===== src/rtl/mastermind_scorer_if.sv =====
// Mastermind scorer request/result bundle.
//   start   - one-cycle request to score
//   secret  - secret code, peg i in bits [3i+2:3i]
//   guess   - player guess, same packing as secret
//   exact   - right colour, right position count (0..4)
//   partial - right colour, wrong position count (0..4)
//   win     - last result had exact == 4
//   busy    - scoring pass in progress
//   done    - one-cycle pulse when a new result is on the outputs
interface mastermind_scorer_if;
    logic        start;
    logic [11:0] secret;
    logic [11:0] guess;
    logic [2:0]  exact;
    logic [2:0]  partial;
    logic        win;
    logic        busy;
    logic        done;

    // Requester side
    modport master (
        output start, secret, guess,
        input  exact, partial, win, busy, done
    );

    // Scorer side
    modport slave (
        input  start, secret, guess,
        output exact, partial, win, busy, done
    );
endinterface


===== src/rtl/mastermind_scorer.sv =====
// Fixed-latency Mastermind guess scorer.
// A start in IDLE latches both codes; one EXACT cycle builds the position
// match mask, then eight COLOR cycles accumulate min(secret, guess) counts of
// each colour over the unmatched pegs. Results load on entry to DONE, which
// pulses done for one cycle.
// Ports:
//   clk   - system clock, rising edge
//   Reset - asynchronous, active-high reset
//   bus   - request/result bundle (slave side)
module mastermind_scorer (
    input  logic                       clk,
    input  logic                       Reset,
    mastermind_scorer_if.slave         bus
);

    localparam int unsigned PEGS    = 4;
    localparam int unsigned COL_W   = 3;
    localparam int unsigned CODE_W  = PEGS * COL_W;
    localparam int unsigned CNT_W   = 3;

    typedef enum logic [1:0] {
        IDLE  = 2'd0,
        EXACT = 2'd1,
        COLOR = 2'd2,
        DONE  = 2'd3
    } state_t;

    state_t              state;
    logic [CODE_W-1:0]   secret_q;
    logic [CODE_W-1:0]   guess_q;
    logic [PEGS-1:0]     mask_q;
    logic [CNT_W-1:0]    exact_cnt_q;
    logic [CNT_W-1:0]    acc_q;
    logic [COL_W-1:0]    col_q;

    logic [CNT_W-1:0]    exact_r;
    logic [CNT_W-1:0]    partial_r;
    logic                win_r;
    logic                busy_r;
    logic                done_r;

    logic [PEGS-1:0]     match_c;
    logic [CNT_W-1:0]    match_cnt_c;
    logic [CNT_W-1:0]    sc_c;
    logic [CNT_W-1:0]    gc_c;
    logic [CNT_W-1:0]    acc_next_c;

    // Number of pegs of colour col among positions not already matched.
    function automatic logic [CNT_W-1:0] count_colour(
        input logic [CODE_W-1:0] code,
        input logic [PEGS-1:0]   mask,
        input logic [COL_W-1:0]  col
    );
        logic [CNT_W-1:0] n;
        n = '0;
        for (int i = 0; i < int'(PEGS); i++) begin
            if (!mask[i] && (code[COL_W*i +: COL_W] == col)) begin
                n = n + CNT_W'(1);
            end
        end
        return n;
    endfunction

    // Per-position exact comparison and its popcount.
    always_comb begin
        match_c     = '0;
        match_cnt_c = '0;
        for (int i = 0; i < int'(PEGS); i++) begin
            match_c[i] = (secret_q[COL_W*i +: COL_W] == guess_q[COL_W*i +: COL_W]);
            match_cnt_c = match_cnt_c + CNT_W'(match_c[i]);
        end
    end

    // Colour-only contribution of the current colour index.
    always_comb begin
        sc_c       = count_colour(secret_q, mask_q, col_q);
        gc_c       = count_colour(guess_q,  mask_q, col_q);
        acc_next_c = acc_q + ((sc_c < gc_c) ? sc_c : gc_c);
    end

    // Scoring FSM with registered results and status.
    always_ff @(posedge clk or posedge Reset) begin
        if (Reset) begin
            state       <= IDLE;
            secret_q    <= '0;
            guess_q     <= '0;
            mask_q      <= '0;
            exact_cnt_q <= '0;
            acc_q       <= '0;
            col_q       <= '0;
            exact_r     <= '0;
            partial_r   <= '0;
            win_r       <= 1'b0;
            busy_r      <= 1'b0;
            done_r      <= 1'b0;
        end else begin
            case (state)
                IDLE: begin
                    if (bus.start) begin
                        secret_q <= bus.secret;
                        guess_q  <= bus.guess;
                        busy_r   <= 1'b1;
                        state    <= EXACT;
                    end
                end
                EXACT: begin
                    mask_q      <= match_c;
                    exact_cnt_q <= match_cnt_c;
                    acc_q       <= '0;
                    col_q       <= '0;
                    state       <= COLOR;
                end
                COLOR: begin
                    acc_q <= acc_next_c;
                    col_q <= col_q + COL_W'(1);
                    // Last colour: publish all three results together.
                    if (col_q == COL_W'(7)) begin
                        exact_r   <= exact_cnt_q;
                        partial_r <= acc_next_c;
                        win_r     <= (exact_cnt_q == CNT_W'(PEGS));
                        done_r    <= 1'b1;
                        state     <= DONE;
                    end
                end
                DONE: begin
                    done_r <= 1'b0;
                    busy_r <= 1'b0;
                    state  <= IDLE;
                end
                default: begin
                    done_r <= 1'b0;
                    busy_r <= 1'b0;
                    state  <= IDLE;
                end
            endcase
        end
    end

    assign bus.exact   = exact_r;
    assign bus.partial = partial_r;
    assign bus.win     = win_r;
    assign bus.busy    = busy_r;
    assign bus.done    = done_r;

endmodule


===== src/flat_wrapper.sv =====
// flat-port wrapper written by rule: the top's interface ports become plain ports
module mastermind_scorer_flat 
  (clk, Reset, bus_start, bus_secret, bus_guess, bus_exact, bus_partial, bus_win, bus_busy, bus_done);
  mastermind_scorer_if bus_i ();
  input  logic clk;
  input  logic Reset;
  input wire logic [$bits(bus_i.start)-1:0] bus_start;
  input wire logic [$bits(bus_i.secret)-1:0] bus_secret;
  input wire logic [$bits(bus_i.guess)-1:0] bus_guess;
  output wire logic [$bits(bus_i.exact)-1:0] bus_exact;
  output wire logic [$bits(bus_i.partial)-1:0] bus_partial;
  output wire logic [$bits(bus_i.win)-1:0] bus_win;
  output wire logic [$bits(bus_i.busy)-1:0] bus_busy;
  output wire logic [$bits(bus_i.done)-1:0] bus_done;
  assign bus_i.start = bus_start;
  assign bus_i.secret = bus_secret;
  assign bus_i.guess = bus_guess;
  assign bus_exact = bus_i.exact;
  assign bus_partial = bus_i.partial;
  assign bus_win = bus_i.win;
  assign bus_busy = bus_i.busy;
  assign bus_done = bus_i.done;
  mastermind_scorer u_core (.clk(clk), .Reset(Reset), .bus(bus_i));
endmodule

===== config.mk =====
export PLATFORM = sky130hd
export DESIGN_NAME = mastermind_scorer_flat
export DESIGN_NICKNAME = d
export VERILOG_FILES = /design/src/rtl/mastermind_scorer_if.sv /design/src/rtl/mastermind_scorer.sv /design/src/flat_wrapper.sv
export SDC_FILE = /design/constraint.sdc
export NUM_CORES = 1
export LEC_CHECK = 0
export CORE_UTILIZATION = 60
export CTS_CLUSTER_DIAMETER = 100
export CTS_CLUSTER_SIZE = 14
export DETAILED_ROUTE_END_ITERATION = 10
export GPL_TIMING_DRIVEN = 0
export PLACE_DENSITY_LB_ADDON = 0.08
export SYNTH_ARGS = -nofsm -noshare
export SYNTH_HDL_FRONTEND = slang
export SYNTH_SLANG_ARGS = --single-unit

===== constraint.sdc =====
create_clock -name clk -period 6.36 [get_ports clk]
set_input_delay 1.272 -clock clk [delete_from_list [all_inputs] [get_ports clk]]
set_output_delay 1.272 -clock clk [all_outputs]
set_load 0.02 [all_outputs]

==> impl_results.rst <==
.. list-table::
   :header-rows: 1

   * - Metric
     - Value
   * - Sequential cell fraction of total power
     - 0.331
   * - Vias in the first global route
     - 1899
   * - Synth warnings
     - 0
   * - Overflow left after global routing
     - 0
   * - Top-level I/O count
     - 36
   * - Number of nets in the final layout
     - 340
   * - Count of maximum capacitance violations
     - 0
   * - Global-route wire length before repair
     - 8470 um
   * - Number of clock sinks seen by CTS
     - 48
   * - Total negative slack
     - 0 ns
   * - Worst-case setup margin in the final layout
     - 1.66 ns
   * - Die extent in x
     - 70.6 um
   * - Area share of fa/ha/maj cells after synthesis
     - 0.0938
   * - Switching power as a share of total power
     - 0.403
   * - Mean Syn Cell Area
     - 11.3 um^2
   * - DRC violation count after routing
     - 8
   * - Overall routed net length
     - 4870 um
   * - ANT nets after route
     - 0
   * - Routed WL per cell
     - 14.1 um
   * - Final count of pins violating max slew
     - 0
   * - Via count
     - 1883
   * - First-pass iteration count of the detailed router
     - 7
   * - CTS Root Buffer Type
     - sky130_fd_sc_hd__clkbuf_8
   * - HP Class
     - register to register
   * - Simple-gate share of the synthesized area
     - 0.0894
   * - Minimum clock period
     - 4.70 ns
   * - Clock network fraction of design power
     - 0.123
   * - Layout-stage area growth over the synthesis result
     - 18.8%
   * - Overall Global Routing Usage
     - 0.218
   * - Port Buffer Count
     - 35
   * - Final hold vios
     - 0
   * - Worst Setup End Kind
     - register
   * - CP startpoint kind
     - register
   * - Avg Vias per Cell
     - 5.46
   * - Multiplexer fraction of the synthesized cell area
     - 0.165
   * - Worst Skew
     - 0.00281 ns
   * - Die span in y
     - 70.6 um
   * - TritonCTS clock tree
     - yes
   * - Synth Area in XOR/XNOR
     - 0.127
   * - Clock edge transition at the registers on the reported setup and hold paths
     - 0.08 ns
   * - Setup crit start
     - u_core.col_q[2]$_DFFE_PP0P_
   * - Part of the total power dissipated in combinational logic
     - 0.547
   * - Relative slew margins
     - 0.531
   * - Critical path class
     - register to register
   * - Later-pin clock latency in the skew report
     - 0.30 ns
   * - Number of antenna repair diodes
     - 0
   * - Register area share after synthesis
     - 0.425
   * - Data required time at the worst endpoint
     - 6.53 ns
   * - Distinct cell type count of the synthesized netlist
     - 35
   * - Share of the clock period used by the worst path after layout
     - 0.738
   * - Mapped cell area
     - 2830 um^2
   * - Largest family of logic cells by synthesized area
     - multiplexers
   * - Achievable Freq
     - 213 MHz
   * - Fraction of layout instances using a drive strength above 1
     - 0.188
   * - Pin count of the biggest net entering global routing
     - 29
   * - Post-synth top flop
     - sky130_fd_sc_hd__dfrtp_1
   * - Initial antenna violation count
     - 0
   * - P_int
     - 952 uW
   * - Hold_sp
     - u_core.bus.partial[2]$_DFFE_PP0P_
   * - Net switching power figure
     - 643 uW
   * - First DRT Iteration DRCs
     - 61
   * - Fraction of registers with async set/reset
     - 1.00
   * - Fraction of the mapped netlist area in compound gates
     - 0.0514
   * - Number of synthesized flops with an enable pin
     - 0
   * - Count of state elements after synthesis
     - 48
   * - Area of the core
     - 4440 um^2
   * - Num CTS Buffers
     - 5
   * - Post-Syn Instances
     - 250
   * - Startpoint of the most critical register-to-register path
     - u_core.col_q[2]$_DFFE_PP0P_
   * - WP data arrival
     - 4.87 ns
   * - Initial Util
     - 0.636
   * - Final setup violating endpoints
     - 0
   * - Worst reg2reg setup slack
     - 1.66 ns
   * - Failing checks
     - design-rule violations
   * - Detailed Place HPWL
     - 3820 um
   * - Static power due to leakage
     - 0.00159 uW
   * - # rows
     - 24
   * - Hold_buf cts
     - 0
   * - Worst Max-Slew Pin Slew
     - 0.697 ns
   * - Placement-stage worst setup slack
     - 1.66 ns
   * - Count of instances resized after the clock tree is built
     - 0
   * - CTS H-tree depth
     - 2
   * - Critical Path Fanout Max
     - 9
   * - Max VDD drop
     - 0.000297 V
   * - DIE AREA
     - 4990 um^2
   * - Number of buffers on the longest clock path
     - 2
   * - Status
     - finished, violations left
   * - Cell area power density
     - 475 nW/um^2
   * - RSZ-0062 raised after global routing
     - false
   * - Global placer's final weighted congestion
     - 0.819
   * - Buffer count from post-CTS setup fixing
     - 0
   * - Number of nets produced by synthesis
     - 297
[cell type report]
class | count | area [um^2]
Multi-Input combinational cell | 170 | 1490
Sequential cell | 48 | 1200
Fill cell | 336 | 1090
Timing Repair Buffer | 36 | 370
Clock buffer | 7 | 96.3
Inverter | 24 | 90.1
Tap cell | 52 | 65.1
Buffer | 8 | 48.8
[sequential cells by signal, indices dropped and copies added (netlist names)]
register,flops
u_core.state,2
u_core.bus.exact,3
u_core.bus.busy,1
u_core.col_q,3
u_core.acc_q,3
u_core.secret_q,12
u_core.mask_q,4
u_core.bus.win,1
u_core.bus.done,1
u_core.bus.partial,3
u_core.guess_q,12
u_core.exact_cnt_q,3
[synthesized netlist by cell type (4+ instances only)]
| cell | n | share of area |
|---|---|---|
| sky130_fd_sc_hd__dfrtp_1 | 48 | 0.42 |
| sky130_fd_sc_hd__mux2_2 | 36 | 0.14 |
| sky130_fd_sc_hd__xor2_1 | 34 | 0.11 |
| sky130_fd_sc_hd__inv_1 | 24 | 0.032 |
| sky130_fd_sc_hd__ha_1 | 18 | 0.080 |
| sky130_fd_sc_hd__o21ai_0 | 13 | 0.023 |
| sky130_fd_sc_hd__nand2_1 | 11 | 0.015 |
| sky130_fd_sc_hd__mux2i_1 | 6 | 0.021 |
| sky130_fd_sc_hd__nand3_1 | 6 | 0.011 |
| sky130_fd_sc_hd__nor2_1 | 5 | 0.0066 |
| sky130_fd_sc_hd__nor3_1 | 5 | 0.0089 |
| sky130_fd_sc_hd__nor4_1 | 5 | 0.011 |
| sky130_fd_sc_hd__xnor2_1 | 5 | 0.015 |
| sky130_fd_sc_hd__clkbuf_1 | 4 | 0.0053 |
[path summary, 6_finish.rpt]
kind                                                endpoint  depth (start not counted)
max                              u_core.acc_q[2]$_DFFE_PP0P_                         21
min                        u_core.bus.partial[2]$_DFFE_PP0P_                          2
max reg2reg                      u_core.acc_q[2]$_DFFE_PP0P_                         21
min reg2reg                u_core.bus.partial[2]$_DFFE_PP0P_                          2
max in group asynchronous     u_core.secret_q[8]$_DFFE_PP0P_                          3
min in group asynchronous        u_core.bus.done$_DFFE_PP0P_                          2
[critical path: stages (launching register included)]
cell                      delay, ns
sky130_fd_sc_hd__dfrtp_1       0.40
sky130_fd_sc_hd__buf_6         0.16
sky130_fd_sc_hd__xor2_1        0.14
sky130_fd_sc_hd__or4_1         0.53
sky130_fd_sc_hd__inv_1         0.08
sky130_fd_sc_hd__ha_1          0.25
sky130_fd_sc_hd__nor2_1        0.09
sky130_fd_sc_hd__or4b_4        0.47
sky130_fd_sc_hd__nand2_1       0.09
sky130_fd_sc_hd__ha_1          0.13
sky130_fd_sc_hd__nand2_1       0.06
sky130_fd_sc_hd__xor2_1        0.19
sky130_fd_sc_hd__ha_1          0.29
sky130_fd_sc_hd__inv_1         0.05
sky130_fd_sc_hd__a21oi_1       0.26
sky130_fd_sc_hd__a22oi_1       0.16
sky130_fd_sc_hd__ha_1          0.22
sky130_fd_sc_hd__fa_1          0.37
sky130_fd_sc_hd__xor2_1        0.20
sky130_fd_sc_hd__and3_1        0.19
sky130_fd_sc_hd__o21ai_0       0.14
sky130_fd_sc_hd__o21ai_0       0.11
[metrics by stage]
step / area, um^2 / total power [uW] / util / instances / hold slack (ns)
4_1_cts: 3360 / 1610 / 0.756 / 345 / 0.516
2_1_floorplan: 2830 / 1210 / - / 250 / 0.480
3_3_place_gp: 3240 / 1360 / 0.729 / 337 / 0.464
5_1_grt: 3360 / 1750 / 0.756 / 345 / 0.526
3_5_place_dp: 3260 / 1410 / 0.734 / 338 / 0.497
6_report: 3360 / 1590 / 0.756 / 345 / 0.503
[per-layer routing]
layer / GRT usage / vias to the layer above / part of all wire
li1: - / 934 / -
met1: 0.273 / 914 / 0.46
met2: 0.380 / 28 / 0.50
met3: 0.0470 / 7 / 0.028
met4: 0.0711 / 0 / 0.014
met5: 0 / - / 0
[cells in the final DEF (no fill, tap or decap), types with 4 or more instances in the layout]
master,count
sky130_fd_sc_hd__dfrtp_1,48
sky130_fd_sc_hd__mux2_2,36
sky130_fd_sc_hd__clkdlybuf4s50_1,35
sky130_fd_sc_hd__xor2_1,34
sky130_fd_sc_hd__inv_1,23
sky130_fd_sc_hd__ha_1,18
sky130_fd_sc_hd__o21ai_0,13
sky130_fd_sc_hd__nand2_1,11
sky130_fd_sc_hd__clkbuf_8,7
sky130_fd_sc_hd__mux2i_1,6
sky130_fd_sc_hd__nand3_1,6
sky130_fd_sc_hd__nor3_1,5
sky130_fd_sc_hd__nor2_1,5
sky130_fd_sc_hd__nor4_1,5
sky130_fd_sc_hd__xnor2_1,5
sky130_fd_sc_hd__clkbuf_1,4
[cell families (layout without fill, tap and decap cells)]
group / count (synthesis) / in the layout
xor gates and xnor gates: 40 / 40
muxes: 42 / 42
and+or+nand+nor: 45 / 45
buffers and inverters: 32 / 75
DFF: 48 / 48
adders and majority gates: 20 / 20
AOI/OAI and AO/OA: 23 / 23
[power groups by stage]
| stage | logic [uW] | registers, uW | clock network (uW) |
|---|---|---|---|
| floorplan | 700 | 513 | 0 |
| global placement | 834 | 530 | 0 |
| detailed placement | 873 | 535 | 0 |
| CTS | 881 | 528 | 201 |
| global route | 993 | 542 | 210 |
| finish | 871 | 527 | 196 |
Note: power is estimated with default switching activity, not from simulation.
